[src/rtl/ha_array_pkg.sv]
// ----------------------------------------------------------------------------
// ha_array_pkg
// Shared constants and types for the half-adder row array summation stage.
//   NUM_ROWS   : number of partial rows delivered per bundle
//   ROW_B_W    : carry-bit width of one row (b)
//   ROW_T_W    : sum-bit width of one row (t)
//   ROW_SHIFT  : weight offset of b relative to t (b[k] weighs 2^(k+2))
//   ROW_VAL_W  : width of one row's combined value t + (b << 2)
//   ha_row_t   : one captured row {b, t}
//   state_e    : summation FSM states
// ----------------------------------------------------------------------------
package ha_array_pkg;

    localparam int NUM_ROWS  = 4;
    localparam int ROW_B_W   = 7;
    localparam int ROW_T_W   = 9;
    localparam int ROW_SHIFT = 2;
    localparam int ROW_VAL_W = 10;

    typedef struct packed {
        logic [ROW_B_W-1:0] b;
        logic [ROW_T_W-1:0] t;
    } ha_row_t;

    typedef enum logic [1:0] {
        IDLE = 2'd0,
        ACC  = 2'd1,
        DONE = 2'd2
    } state_e;

endpackage

[src/rtl/ha_row_weight.sv]
// ----------------------------------------------------------------------------
// ha_row_weight
// Combinational weighting of one half-adder row: value = t + (b << 2).
// Maximum value is 511 + 127*4 = 1019, which fits in ROW_VAL_W bits.
// Ports:
//   row   in   ha_row_t          captured row {b, t}
//   value out  ROW_VAL_W bits    weighted row value
// ----------------------------------------------------------------------------
module ha_row_weight
    import ha_array_pkg::*;
(
    input  ha_row_t                row,
    output logic [ROW_VAL_W-1:0]   value
);

    assign value = ROW_VAL_W'(row.t) + (ROW_VAL_W'(row.b) << ROW_SHIFT);

endmodule

[src/rtl/ha_array_accum_8x8.sv]
// ----------------------------------------------------------------------------
// ha_array_accum_8x8
// Serial final-summation stage for the approximate 8x8 multiplier. Accepts
// four partial rows in one valid/ready handshake, adds one row per clock
// (row r weighted by 4^r) into an OUT_W+1 bit accumulator, then holds the
// product on a valid/ready output until it is popped.
// Parameters:
//   OUT_W     product width (accumulator is OUT_W+1 bits)
//   SATURATE  1: clamp product to all ones on overflow; 0: truncate
// Ports:
//   clk, rst_n                     clock, synchronous active-low reset
//   in_valid / in_ready            input bundle handshake
//   ha_array_N_b / ha_array_N_t    row N carry (7b) and sum (9b) bits, N=0..3
//   out_valid / out_ready          product handshake
//   product                        OUT_W-bit summed product
//   sat                            accumulator overflowed OUT_W bits
// ----------------------------------------------------------------------------
module ha_array_accum_8x8
    import ha_array_pkg::*;
#(
    parameter int OUT_W    = 16,
    parameter int SATURATE = 1
) (
    input  logic             clk,
    input  logic             rst_n,
    input  logic             in_valid,
    output logic             in_ready,
    input  logic [6:0]       ha_array_0_b,
    input  logic [8:0]       ha_array_0_t,
    input  logic [6:0]       ha_array_1_b,
    input  logic [8:0]       ha_array_1_t,
    input  logic [6:0]       ha_array_2_b,
    input  logic [8:0]       ha_array_2_t,
    input  logic [6:0]       ha_array_3_b,
    input  logic [8:0]       ha_array_3_t,
    output logic             out_valid,
    input  logic             out_ready,
    output logic [OUT_W-1:0] product,
    output logic             sat
);

    localparam int ACC_W = OUT_W + 1;

    state_e                 state_q, state_d;
    logic [1:0]             cnt_q;
    logic [ACC_W-1:0]       acc_q;
    logic [ACC_W-1:0]       acc_sum;
    logic [OUT_W-1:0]       product_q;
    logic                   sat_q;
    ha_row_t                rows_q [NUM_ROWS];
    logic [ROW_VAL_W-1:0]   row_val;
    logic                   capture;
    logic                   in_ready_c;
    logic                   out_valid_c;

    // ------------------------------------------------------------------
    // State register
    // ------------------------------------------------------------------
    // NOTE: sequential state uses non-blocking assignments so every
    // register samples pre-edge values regardless of block ordering.
    always_ff @(posedge clk) begin
        if (!rst_n) begin
            state_q <= IDLE;
        end else begin
            state_q <= state_d;
        end
    end

    // ------------------------------------------------------------------
    // Next-state and handshake decode
    // ------------------------------------------------------------------
    // NOTE: every output of this block gets a default first, so no path
    // leaves a signal unassigned and no latch is inferred.
    always_comb begin
        state_d     = state_q;
        in_ready_c  = 1'b0;
        out_valid_c = 1'b0;
        capture     = 1'b0;
        unique case (state_q)
            IDLE: begin
                in_ready_c = 1'b1;
                if (in_valid) begin
                    capture = 1'b1;
                    state_d = ACC;
                end
            end
            ACC: begin
                if (cnt_q == 2'd3) begin
                    state_d = DONE;
                end
            end
            DONE: begin
                out_valid_c = 1'b1;
                // A new bundle may only enter on the same edge the result leaves.
                in_ready_c  = out_ready;
                if (out_ready) begin
                    if (in_valid) begin
                        capture = 1'b1;
                        state_d = ACC;
                    end else begin
                        state_d = IDLE;
                    end
                end
            end
            default: state_d = IDLE;
        endcase
    end

    // in_ready must read 0 while reset is asserted, even though the state
    // register only settles to IDLE on the reset edge.
    assign in_ready  = rst_n & in_ready_c;
    assign out_valid = out_valid_c;
    assign product   = product_q;
    assign sat       = sat_q;

    // ------------------------------------------------------------------
    // Row capture
    // ------------------------------------------------------------------
    // NOTE: the captured rows are pure data and are always written on the
    // accept edge before the accumulator reads them, so they carry no reset.
    always_ff @(posedge clk) begin
        if (capture) begin
            rows_q[0] <= '{b: ha_array_0_b, t: ha_array_0_t};
            rows_q[1] <= '{b: ha_array_1_b, t: ha_array_1_t};
            rows_q[2] <= '{b: ha_array_2_b, t: ha_array_2_t};
            rows_q[3] <= '{b: ha_array_3_b, t: ha_array_3_t};
        end
    end

    // Single weighting unit shared by all rows, selected by the row counter.
    ha_row_weight u_row_weight (
        .row   (rows_q[cnt_q]),
        .value (row_val)
    );

    // Row r lands at bit position 2*r.
    assign acc_sum = acc_q + (ACC_W'(row_val) << {cnt_q, 1'b0});

    // ------------------------------------------------------------------
    // Accumulator, row counter and output registers
    // ------------------------------------------------------------------
    always_ff @(posedge clk) begin
        if (!rst_n) begin
            acc_q     <= '0;
            cnt_q     <= '0;
            product_q <= '0;
            sat_q     <= 1'b0;
        end else if (capture) begin
            acc_q <= '0;
            cnt_q <= '0;
        end else if (state_q == ACC) begin
            acc_q <= acc_sum;
            cnt_q <= cnt_q + 2'd1;
            if (cnt_q == 2'd3) begin
                sat_q     <= acc_sum[OUT_W];
                product_q <= (SATURATE != 0 && acc_sum[OUT_W]) ? {OUT_W{1'b1}}
                                                               : acc_sum[OUT_W-1:0];
            end
        end
    end

endmodule

[config.mk]
export PLATFORM = sky130hd
export DESIGN_NAME = ha_array_accum_8x8
export DESIGN_NICKNAME = d
export VERILOG_FILES = /design/src/rtl/ha_array_pkg.sv /design/src/rtl/ha_row_weight.sv /design/src/rtl/ha_array_accum_8x8.sv
export SDC_FILE = /design/constraint.sdc
export NUM_CORES = 1
export LEC_CHECK = 0
export BUFFER_PORTS_ARGS = -buffer_cell sky130_fd_sc_hd__buf_2
export CAP_MARGIN = 25
export CELL_PAD_IN_SITES_DETAIL_PLACEMENT = 1
export CELL_PAD_IN_SITES_GLOBAL_PLACEMENT = 1
export CORE_ASPECT_RATIO = 0.9
export CORE_MARGIN = 1
export CORE_UTILIZATION = 48
export DETAILED_ROUTE_END_ITERATION = 10
export PLACE_DENSITY = 0.82
export SLEW_MARGIN = 15
export SYNTH_ARGS = -nofsm -noshare
export SYNTH_HDL_FRONTEND = slang
export SYNTH_HIERARCHICAL = 1
export SYNTH_SLANG_ARGS = --single-unit
[constraint.sdc]
create_clock -name clk -period 7.2 [get_ports clk]
set_clock_uncertainty 0.15 [all_clocks]
set_input_delay 0.72 -clock clk [delete_from_list [all_inputs] [get_ports clk]]
set_output_delay 0.72 -clock clk [all_outputs]
set_load 0.005 [all_outputs]
# == Word-level counts from Yosys, hierarchy flattened ==
# Memories as Yosys holds them, arrays and structs flattened. A register that Yosys moved wholly into a read port is not among the register bits.
# Cells that the tools add are included.
# op_classes
muxes,15
n_shift,1
bitwise_logic,3
eq_ne,6
n_reduce_logical,4
n_addsub,3
# ops
op,count
adder 17 bit,1
left shift 10 x 3 -> 17 bit,1
2-to-1 mux 16 bit,1
adder 9 x 9 -> 10 bit,1
2-to-1 mux 2 bit,5
2-to-1 mux 1 bit,6
case mux 2 bit (3 select lines),1
AND reduction 3 bit,2
== test 2 bit (second input constant),2
inequality test 2 bit (second input constant),2
case mux 1 bit (2 select lines),2
adder 2 x 1 -> 2 bit (second input constant),1
== test 2 x 1 -> 1 bit (second input constant),1
logical NOT 2 bit,1
inequality test 2 x 1 -> 1 bit (second input constant),1
NOT 1 bit,2
OR reduction 2 bit,1
AND 1 bit,1
# word_totals
memories,1
register_bits,38
mem_bits_rw,64
word_cells,38
# memory_table
name,words,width,read_ports,rd_ports_with_merged_regs,wr,line_no,text
rows_q,4,16,1,1,4,ha_array_accum_8x8.sv:50,ha_row_t rows_q [NUM_ROWS];

# == Depth between registers and ports, before layout ==
# Gate-level depths: netlist of run 1.
# depth
word_depth,5
ltp_mapped,20
ltp_nobuf,17

# == By module ==
# Netlist of run 1, hierarchy kept.
# by_module_without_submodules
module,area_per_inst_um2,cells_each,n_inst,seq_area_each_um2
ha_array_accum_8x8,4692.0,370,1,2722.6
ha_row_weight,301.5,39,1,0.0

# == Worst setup path after synthesis of run 1 ==
# Ideal clock, no wire load.
# synth_path
kind,register -> register
from,register (tool-made name)
to,"register product_q[0], in the netlist product[0]"
setup_ps,61
arrival_time_ps,4611
path_buffers,3
path_stages_with_launch,19
path_slack_ps,2378
t_required_ps,6989
cell_sequence,dfxtp_1 > clkbuf_1 > buf_2 > mux4_2 > ha_1 > a21oi_2 > nor2b_1 > a311oi_2 > xnor2_1 > mux2_2 > a22o_1 > ha_1 > buf_2 > a21oi_1 > o21ai_0 > a21o_1 > a31oi_4 > mux2i_2 > o221a_1
# synth_lines
item,line_no,text
"end signal, assigned",ha_array_accum_8x8.sv:156,product_q <= (SATURATE != 0 && acc_sum[OUT_W]) ? {OUT_W{1'b1}}
"end, declared",ha_array_accum_8x8.sv:48,logic [OUT_W-1:0] product_q;

==> out/results.tsv, run 1 <==
metric	value	unit
CTS Sinks	104	
CP Class	flip-flop to flip-flop	
R2R Setup Slk	2.09	ns
area of the core	9870	µm²
EDFF count, synth	64	
Max clock buf depth	2	
nets	579	
clk slew on worst S/H paths	0.08	ns
ant diodes	0	
worst-case hold path end point	acc_q[10]	
first-pass GRT wire length	19400	µm
final hold violations	0	
Critical Path RT	7.23	ns
count leader, synth	edfxtp_1	
routed wire length	12200	µm
area share of the largest cell type after synthesis	38.5	%
total iterations of the first detailed-routing run	4	
met3 Use GR	4.30	%
syn_area_per_cell	12.2	µm²
worst skew pair latency	0.35	ns
Yosys reg bits	104	
biggest area consumer among synthesized cells	edfxtp_1	
area delta synth->final	16.5	%
hold wc startpoint	acc_q[10]	
Crit path buffers/inverters	1	
Seq/Total Area, Yosys	54.5	%
non-filler cells, final	616	
met2 GRT Util	42.1	%
Synth Instances	409	
1st-iter DRT viols	138	
top_reg_cell synth	edfxtp_1	
die footprint	10800	µm²
Die H	98.8	µm
Post-Syn Area	4990	µm²
setup bufs post-CTS	0	
CTS Root Cell	clkbuf_16	
multi-input logic area	2150	µm²
initial core utilization	50.6	%
HPWL Detailed	8690	µm
Setup Total Neg Slack	0	ns
Vias/cell	5.77	
crit path DAT	5.14	ns
hold path depth	2	
# hold bufs at CTS	0	
CP max stage delay	0.90	ns
Post-Place Cells	600	
Yosys Warn Count	6	
antenna violations before repair	0	
Top delay family on crit path	adder cells	
GRT Overall Usage	24.1	%
Synth area leaders	edfxtp_1 38%, dfxtp_1 16%, mux4_2 7.2%, ha_1 6.0%, a21oi_1 4.4%	
fin crit share	70.9	%
Worst path most repeated cell	mux2i_1	
CTS Buf Count	9	
CP endpoint kind	flip-flop	
Final setup viols	0	
MaxCap Viol Count	0	
reg-to-reg endpoint	acc_q[14]	
Final Max Tran Viols	0	
CP max-delay cell	dfxtp_1	
Worst IR Drop VDD	0.197	mV
Final min period	5.11	ns
Avg WL per Cell	19.8	µm
RSZ-0062 raised after global routing	false	
Critical Path Fanout Max	16	
vias in the first global route	3844	
# DRC	0	
asr flop ratio synth	0	%
share of layout cells above drive strength 1	27.1	%
via count	3553	
IO Port Bufs	86	
H-tree levels	3	
hold crit path type	flip-flop to flip-flop	
Slew @ Worst Pin	0.944	ns
Max Freq	196	MHz
GRT overflow	0	
number of fill cells	1055	
CP startpoint kind	flip-flop	
status	completed	
Ports	87	
GR Layer Usage met1	31.0	%
Synth top cells by count	64 x edfxtp_1, 44 x a21oi_1, 40 x dfxtp_1, 36 x nand2_1, 24 x ha_1	
Post-DRT Antenna Nets	0	
Core Rows	34	
GR peak layer	met2	
total power	1.56	mW
CTS tree	yes	
post-synth cell types	49	
pwr dens	268	nW/µm²
Reg2Reg Depth	17	
# resized after CTS	0	
FF/Latch Area	2720	µm²
RePlAce Congestion	0.862	
Pleak	2.24	nW
cells along the critical path	mux4_2 -> ha_1 -> inv_1 -> fa_1 -> nor2b_1 -> o31a_1 -> mux2i_1 -> nand2_1 -> mux2i_1 -> mux2i_1 -> ha_1 -> and2_1 -> and3_1 -> a211oi_1 -> nor3_1 -> xnor2_1 -> a211oi_1	
Die X	110	µm
post-synthesis net count	503	
largest net degree at the start of global routing	65	
Slew Limit Headroom	36.8	%
[how the worst max path moves through the flow]
stage               from     endpoint  slack [ns]  cells past startpoint
6_report       flip-flop    acc_q[14]        2.09                     17
5_1_grt        flip-flop   product[1]        1.81                     17
4_1_cts        flip-flop  product[10]        1.73                     15
3_5_place_dp   flip-flop   product[5]        1.84                     15
3_3_place_gp   flip-flop   product[0]        2.07                     15
2_1_floorplan  flip-flop   product[0]        2.38                     18
[cells by family (layout without fill, tap and decap cells)]
family | after synthesis | after routing | share of synthesized area (%)
flip-flops | 104 | 104 | 54.5
buffers and inverters | 30 | 111 | 2.48
XOR/XNOR | 18 | 18 | 3.16
AND/OR/NAND/NOR | 92 | 92 | 8.62
multiplexers | 29 | 29 | 9.97
AO/OA/AOI/OAI | 110 | 110 | 14.4
adder cells (fa/ha/maj) | 26 | 26 | 6.82
[cells in the final DEF, fill, tap and decap left out, types with 4 or more instances in the layout]
master	netlist	final
o22ai_1	4	4
dfxtp_1	40	39
clkbuf_16	0	9
o221a_1	8	8
o21ai_0	20	20
edfxtp_1	64	64
mux2i_1	9	9
nor3_1	4	4
ha_1	24	24
nand2_1	36	36
xnor2_1	12	12
nor2_1	20	19
xor2_1	6	6
inv_1	8	7
nor2b_1	11	10
and3_1	4	4
buf_2	3	86
a21o_1	4	4
mux4_2	16	16
a211oi_1	5	5
nand3_1	4	4
a21oi_1	44	44
[metal layers]
| metal | vias up | share of wire [%] |
|---|---|---|
| met2 | 92 | 52 |
| li1 | 1693 | - |
| met1 | 1751 | 43 |
| met4 | 0 | 1.4 |
| met5 | - | 0 |
| met3 | 17 | 4.0 |
[layout make-up]
type,count,area share (%)
inverters,8,0.516
well taps,126,2.71
clock inverters,7,1.59
clock buffers,9,3.87
repair buffers,87,7.53
flip-flops and latches,104,46.8
multi-input cells,275,37.0
[registers in the layout, indices dropped and copies added (netlist names), named ones only]
name / flops
cnt_q: 2
rows_q: 64
sat: 1
product: 16
acc_q: 17
state_q: 2
[worst register-to-register path: cells and delay by family (launching register included)]
kind / cells / cell delay [ns]
fa+ha+maj: 3 / 1.03
flops: 1 / 0.90
compound gates: 3 / 0.65
xor+xnor: 1 / 0.31
simple gates: 5 / 0.92
buf+inv: 1 / 0.08
mux: 4 / 0.90
[metrics by stage]
stage | instance area [µm²] | hold WS [ns] | util (%) | setup WS (ns)
final | 5820 | 0.319 | 59.0 | 2.09
after global routing | 5820 | 0.333 | 59.0 | 1.81
after CTS | 5820 | 0.320 | 58.9 | 1.73
after detailed placement | 5500 | 0.306 | 55.7 | 1.84
after global placement | 5500 | 0.297 | 55.7 | 2.07
after floorplan | 4990 | 0.291 | - | 2.38
[where the power goes]
group | leakage (nW) | internal, mW | switching, mW
sequential | 0.935 | 0.670 | 0.0227
clock | 0.156 | 0.280 | 0.234
combinational | 1.15 | 0.144 | 0.212
total | 2.24 | 1.09 | 0.469
Power figures use the tool's default switching activity.
==> run 2, diff against run 1 <==
--- a/config.mk
+++ b/config.mk
@@ -5,15 +5,16 @@
 export SDC_FILE = /design/constraint.sdc
 export NUM_CORES = 1
 export LEC_CHECK = 0
+export ABC_AREA = 1
 export BUFFER_PORTS_ARGS = -buffer_cell sky130_fd_sc_hd__buf_2
 export CAP_MARGIN = 25
 export CELL_PAD_IN_SITES_DETAIL_PLACEMENT = 1
 export CELL_PAD_IN_SITES_GLOBAL_PLACEMENT = 1
 export CORE_ASPECT_RATIO = 0.9
 export CORE_MARGIN = 1
-export CORE_UTILIZATION = 48
+export CORE_UTILIZATION = 43
 export DETAILED_ROUTE_END_ITERATION = 10
-export PLACE_DENSITY = 0.82
+export PLACE_DENSITY = 0.77
 export SLEW_MARGIN = 15
 export SYNTH_ARGS = -nofsm -noshare
 export SYNTH_HDL_FRONTEND = slang
==> constraint.sdc (replaced) <==
create_clock -name clk -period 5.3 [get_ports clk]
set_clock_uncertainty 0.15 [all_clocks]
set_input_delay 0.53 -clock clk [delete_from_list [all_inputs] [get_ports clk]]
set_output_delay 0.53 -clock clk [all_outputs]
set_load 0.005 [all_outputs]
==> run 2 against run 1 <==
Area after synthesis increased by 12%; first-iteration DRC count grew 67%; via count is 33% higher; routed wire length grew 24%; synthesized cell count is 60% higher; power is 37% higher; non-clock buffer count is 2 higher; clock power grew 35%; final area grew 11%; critical path type unchanged; worst setup slack got worse by 1.5 ns.
==> out/results.tsv, run 2 <==
metric	value	unit	change
fin crit share	88.9	%	+18 points
RePlAce Congestion	0.927		+7.5%
final hold violations	0		unchanged
Synth area leaders	edfxtp_1 34%, dfxtp_1 14%, nand2_1 9.8%, inv_1 5.9%, ha_1 5.4%		
GRT Overall Usage	24.3	%	+0.20 points
R2R Setup Slk	0.59	ns	-1.51 ns
Final setup viols	0		unchanged
MaxCap Viol Count	0		unchanged
Synth Instances	655		+60%
Slew Limit Headroom	30.4	%	-6.4 points
Ports	87		unchanged
H-tree levels	3		unchanged
setup bufs post-CTS	0		unchanged
Vias/cell	5.23		-9.3%
area of the core	12700	µm²	+29%
syn_area_per_cell	8.52	µm²	-30%
antenna violations before repair	0		unchanged
ant diodes	0		unchanged
status	completed		
routed wire length	15100	µm	+24%
biggest area consumer among synthesized cells	edfxtp_1		
leading cell type in the layout, fill and taps excluded	nand2_1		
pwr dens	331	nW/µm²	+23%
asr flop ratio synth	0	%	unchanged
WHS	0.185	ns	-0.134 ns
Final Max Tran Viols	0		unchanged
HPWL Detailed	11500	µm	+33%
Synth top cells by count	145 x nand2_1, 88 x inv_1, 69 x nor2_1, 64 x edfxtp_1, 45 x o21ai_0		
Max clock buf depth	2		unchanged
IO Port Bufs	86		unchanged
Pleak	3.05	nW	+36%
nets	826		+43%
total iterations of the first detailed-routing run	4		unchanged
CTS Sinks	104		unchanged
die footprint	13400	µm²	+24%
Avg WL per Cell	16.8	µm	-15%
CP startpoint kind	flip-flop		
Setup Total Neg Slack	0	ns	unchanged
hold crit path type	input port to flip-flop		
Max Freq	212	MHz	+8.3%
max reg flops	64		unchanged
CP endpoint kind	flip-flop		
Core Util, Final	50.7	%	-8.2 points
Die H	110	µm	+11%
number of fill cells	1576		+49%
CP Class	flip-flop to flip-flop		
Post-DRT Antenna Nets	0		unchanged
Final min period	4.71	ns	-0.393 ns
Critical Path RT	5.42	ns	-1.81 ns
vias in the first global route	4819		+25%
Yosys reg bits	104		unchanged
largest net degree at the start of global routing	66		+1.5%
Die X	122	µm	+11%
RSZ-0062 raised after global routing	false		
area delta synth->final	15.4	%	
most flop-heavy register	rows_q		
Core Rows	39		+15%
via count	4712		+33%
Worst IR Drop VDD	0.225	mV	+14%
# hold bufs at CTS	0		unchanged
top_reg_cell synth	edfxtp_1		
1st-iter DRT viols	231		+67%
CTS tree	yes		
CTS Buf Count	9		unchanged
worst skew pair latency	0.37	ns	+0.02 ns
clk slew on worst S/H paths	0.08	ns	about the same
CTS Root Cell	clkbuf_16		
Critical Path Fanout Max	17		+1
total power	2.13	mW	+37%
post-synthesis net count	749		+49%
area share of the largest cell type after synthesis	34.4	%	-4.0 points
count leader, synth	nand2_1		
share of layout cells above drive strength 1	18.3	%	-8.8 points
Post-Syn Area	5580	µm²	+12%
first-pass GRT wire length	24700	µm	+27%
post-synth cell types	36		-27%
most frequent cells in the layout	145 x nand2_1, 88 x inv_1, 86 x buf_2		
crit path DAT	4.83	ns	-0.31 ns
Seq/Total Area, Yosys	48.8	%	-5.7 points
EDFF count, synth	64		unchanged
# resized after CTS	0		unchanged
Yosys Warn Count	6		unchanged
# DRC	0		unchanged
initial core utilization	44.0	%	-6.6 points
Slew @ Worst Pin	1.04	ns	+0.0935 ns
GRT overflow	0		unchanged
## run 2: cell types whose count changed after synthesis, sizes merged, moves of 22 or more
| cell | delta |
|---|---|
| o21ai | +23 |
| inv | +84 |
| a21oi | -22 |
| nand2 | +118 |
| nand3 | +33 |
| nor2 | +52 |
## run 2: worst max-delay path, stage by stage (launching register included)
cell and delay (ns):
dfxtp_1 0.50, inv_1 0.46, o21ai_0 0.18, o22ai_1 0.20
ha_1 0.22, inv_1 0.07, fa_1 0.47, nor2_1 0.13
nor2_1 0.06, xnor2_1 0.13, mux2i_1 0.13, inv_1 0.07
nand2_1 0.05, o21ai_0 0.11, ha_1 0.41, nand2_1 0.18
inv_1 0.06, nand2_1 0.06, nand2_1 0.07, a21oi_2 0.24
nand3_1 0.16, nand2_4 0.23, nand3_2 0.14, nand2_1 0.09
inv_1 0.04
## run 2: path summary, 6_finish.rpt
kind	end	depth (start not counted)	from
worst min register to register	acc_q[0]	2	acc_q[0]
worst max register to register	product[9]	24	flip-flop
worst max-delay path	product[9]	24	flip-flop
worst min-delay path	rows_q[3][0]	1	ha_array_3_t[0]
## run 2: cell families after synthesis
| family | count (synthesis) | share of synthesized area (%) |
|---|---|---|
| AND/OR/NAND/NOR | 276 | 21.6 |
| buffers and inverters | 117 | 8.45 |
| AO/OA/AOI/OAI | 113 | 11.9 |
| flip-flops | 104 | 48.8 |
| adder cells (fa/ha/maj) | 26 | 6.10 |
| XOR/XNOR | 10 | 1.57 |
| multiplexers | 9 | 1.61 |
## run 2: layout make-up
class | count | area, µm² | area share [%]
Inverter | 94 | 353 | 5.48
Multi-Input combinational cell | 434 | 2390 | 37.2
Sequential cell | 104 | 2720 | 42.3
Timing Repair Buffer | 89 | 453 | 7.03
Clock inverter | 7 | 86.3 | 1.34
Clock buffer | 9 | 225 | 3.50
Tap cell | 164 | 205 | 3.19
## run 2: report_power, final
part           switching [mW]  internal, mW
Combinational           0.341         0.170
Clock                   0.352         0.342
Sequential             0.0217         0.907
Total                   0.715          1.42
## run 2: metrics by stage
stage / worst slack [ns] / instance area (µm²) / instances
6_report: 0.587 / 6440 / 901
5_1_grt: 0.0501 / 6440 / 901
4_1_cts: 0.572 / 6440 / 901
3_5_place_dp: 0.595 / 6130 / 885
3_3_place_gp: 0.933 / 6130 / 885
2_1_floorplan: 1.20 / 5580 / 655
## run 2: metal layers
| metal | track usage, % | vias up | wire [µm] |
|---|---|---|---|
| li1 | - | 2308 | - |
| met1 | 33.9 | 2283 | 7070 |
| met2 | 39.1 | 109 | 7000 |
| met3 | 5.25 | 12 | 881 |
| met4 | 4.88 | 0 | 148 |
| met5 | 0 | - | 0 |
==> run 3, diff against run 2 <==
--- a/config.mk
+++ b/config.mk
@@ -6,7 +6,7 @@
 export NUM_CORES = 1
 export LEC_CHECK = 0
 export ABC_AREA = 1
-export BUFFER_PORTS_ARGS = -buffer_cell sky130_fd_sc_hd__buf_2
+export BUFFER_PORTS_ARGS = -buffer_cell sky130_fd_sc_hd__buf_4
 export CAP_MARGIN = 25
 export CELL_PAD_IN_SITES_DETAIL_PLACEMENT = 1
 export CELL_PAD_IN_SITES_GLOBAL_PLACEMENT = 1
==> constraint.sdc (replaced) <==
create_clock -name clk -period 5.3 [get_ports clk]
set_clock_uncertainty 0.15 [all_clocks]
set_input_delay 0.53 -clock clk [delete_from_list [all_inputs] [get_ports clk]]
set_output_delay 0.53 -clock clk [all_outputs]
set_load 0.01 [all_outputs]
==> run 3 against run 2 <==
Via count stayed put; power is 0.45% higher; sequential cell count stayed put; die area stayed put; first-iteration DRC count is 15% higher; cell count stayed put; largest power group unchanged; clock power is 1% lower; global-route usage is 0.14 points higher; register-to-register slack better by 0.03 ns.
==> out/results.tsv, run 3 (synthesis results as in run 2) <==
metric	value	unit	change
status	completed		
leading cell type in the layout, fill and taps excluded	nand2_1		
Core Rows	39		unchanged
Crit path buffers/inverters	5		unchanged
fin crit share	88.4	%	-0.49 points
setup bufs post-CTS	0		unchanged
1st-iter DRT viols	265		+15%
Pleak	3.11	nW	+1.8%
clk slew on worst S/H paths	0.08	ns	about the same
cells along the critical path	inv_1 -> o21ai_0 -> o22ai_1 -> ha_1 -> inv_1 -> fa_1 -> nor2_1 -> nor2_1 -> xnor2_1 -> mux2i_1 -> inv_1 -> nand2_1 -> o21ai_0 -> ha_1 -> nand2_1 -> inv_1 -> nand2_1 -> nand2_1 -> a21oi_2 -> nand3_1 -> nand2_4 -> nand3_2 -> nand2_1 -> inv_1		
largest net degree at the start of global routing	56		-15%
GRT Overall Usage	24.5	%	+0.14 points
IO Port Bufs	86		unchanged
Final setup viols	0		unchanged
Reg2Reg Depth	24		unchanged
Final min period	4.69	ns	-0.0260 ns
Worst IR Drop VDD	0.193	mV	-14%
CTS Sinks	104		unchanged
share of layout cells above drive strength 1	18.3	%	unchanged
nets	826		unchanged
reg-to-reg endpoint	product[9]		
area delta synth->final	19.1	%	
antenna violations before repair	0		unchanged
max reg flops	64		unchanged
number of fill cells	1514		-3.9%
met3 Use GR	4.22	%	-1.0 points
# DRC	0		unchanged
Final Max Tran Viols	0		unchanged
Die X	122	µm	unchanged
CTS Buf Count	9		unchanged
ant diodes	0		unchanged
Slew Limit Headroom	34.2	%	+3.8 points
worst-case hold path end point	rows_q[3][4]		
final hold violations	0		unchanged
GR peak layer	met2		
initial core utilization	44.0	%	unchanged
most frequent cells in the layout	145 x nand2_1, 89 x buf_4, 88 x inv_1		
GRT overflow	0		unchanged
CP endpoint kind	flip-flop		
H-tree levels	3		unchanged
total iterations of the first detailed-routing run	4		unchanged
Final WS setup	0.613	ns	+0.0260 ns
hold path depth	1		unchanged
# resized after CTS	0		unchanged
R2R Setup Slk	0.61	ns	+0.03 ns
CP max stage delay	0.50	ns	about the same
HPWL Detailed	11600	µm	+0.81%
Die H	110	µm	unchanged
Max Freq	213	MHz	+0.55%
Avg WL per Cell	17.0	µm	+1.7%
met2 GRT Util	39.1	%	+0.081 points
CTS Root Cell	clkbuf_16		
vias in the first global route	4929		+2.3%
Ports	87		unchanged
MaxCap Viol Count	0		unchanged
CP Class	flip-flop to flip-flop		
RSZ-0062 raised after global routing	false		
Top delay family on crit path	simple AND/OR/NAND/NOR gates		
hold wc startpoint	ha_array_3_t[4]		
dpl ws	0.604	ns	+0.00945 ns
area of the core	12700	µm²	unchanged
Max clock buf depth	2		unchanged
RePlAce Congestion	0.927		unchanged
Post-DRT Antenna Nets	0		unchanged
Critical Path RT	5.42	ns	about the same
most flop-heavy register	rows_q		
worst skew pair latency	0.36	ns	about the same
Critical Path Fanout Max	17		unchanged
GR Layer Usage met1	34.4	%	+0.48 points
pwr dens	322	nW/µm²	-2.7%
CTS tree	yes		
routed wire length	15400	µm	+1.7%
# hold bufs at CTS	0		unchanged
die footprint	13400	µm²	unchanged
CP startpoint kind	flip-flop		
Slew @ Worst Pin	0.981	ns	-0.0568 ns
via count	4712		unchanged
Setup Total Neg Slack	0	ns	unchanged
hold crit path type	input port to flip-flop		
first-pass GRT wire length	25000	µm	+1.2%
CP max-delay cell	dfxtp_1		
crit path DAT	4.81	ns	-0.02 ns
Vias/cell	5.23		unchanged
run 3: changes by cell type in the layout (fill, tap and decap cells not counted):
cell      change
clkinv_4      +2
buf_4        +86
buf_2        -86
inv_12        -1
inv_8         +1
inv_6         -2
run 3: report_power, final:
| part | switching (mW) | internal [mW] |
|---|---|---|
| sequential | 0.0207 | 0.907 |
| combinational | 0.346 | 0.184 |
| clock | 0.348 | 0.337 |
| total | 0.715 | 1.43 |
run 3: stage by stage:
| stage | area, µm² | hold WS [ns] | cells | power, mW | utilization [%] |
|---|---|---|---|---|---|
| after global placement | 6340 | 0.308 | 885 | 1.45 | 50.0 |
| after detailed placement | 6340 | 0.314 | 885 | 1.47 | 50.0 |
| after floorplan | 5580 | 0.295 | 655 | 1.30 | - |
| after global routing | 6650 | 0.179 | 901 | 2.25 | 52.4 |
| after CTS | 6650 | 0.183 | 901 | 2.16 | 52.4 |
| final | 6650 | 0.189 | 901 | 2.14 | 52.4 |
run 3: final cells by class:
| class | instances | area (µm²) | area share [%] |
|---|---|---|---|
| Multi-Input combinational cell | 434 | 2390 | 36.0 |
| Inverter | 94 | 353 | 5.31 |
| Timing Repair Buffer | 89 | 668 | 10.0 |
| Clock buffer | 9 | 225 | 3.39 |
| Sequential cell | 104 | 2720 | 40.9 |
| Tap cell | 164 | 205 | 3.09 |
| Clock inverter | 7 | 81.3 | 1.22 |
run 3: how the worst max path moves through the flow:
stage	from	endpoint	slack [ns]	cells past startpoint
after floorplan	out_ready	rows_q[0][0]	1.20	4
after global placement	flip-flop	product[9]	0.89	24
after detailed placement	flip-flop	product[9]	0.60	24
after CTS	flip-flop	product[9]	0.57	24
after global routing	flip-flop	product[9]	0.02	24
final	flip-flop	product[9]	0.61	24
run 3: layer usage:
layer / share of wire, % / vias to the layer above
li1: - / 2308
met4: 1.3 / 0
met1: 49 / 2296
met3: 3.9 / 13
met5: 0 / -
met2: 46 / 95
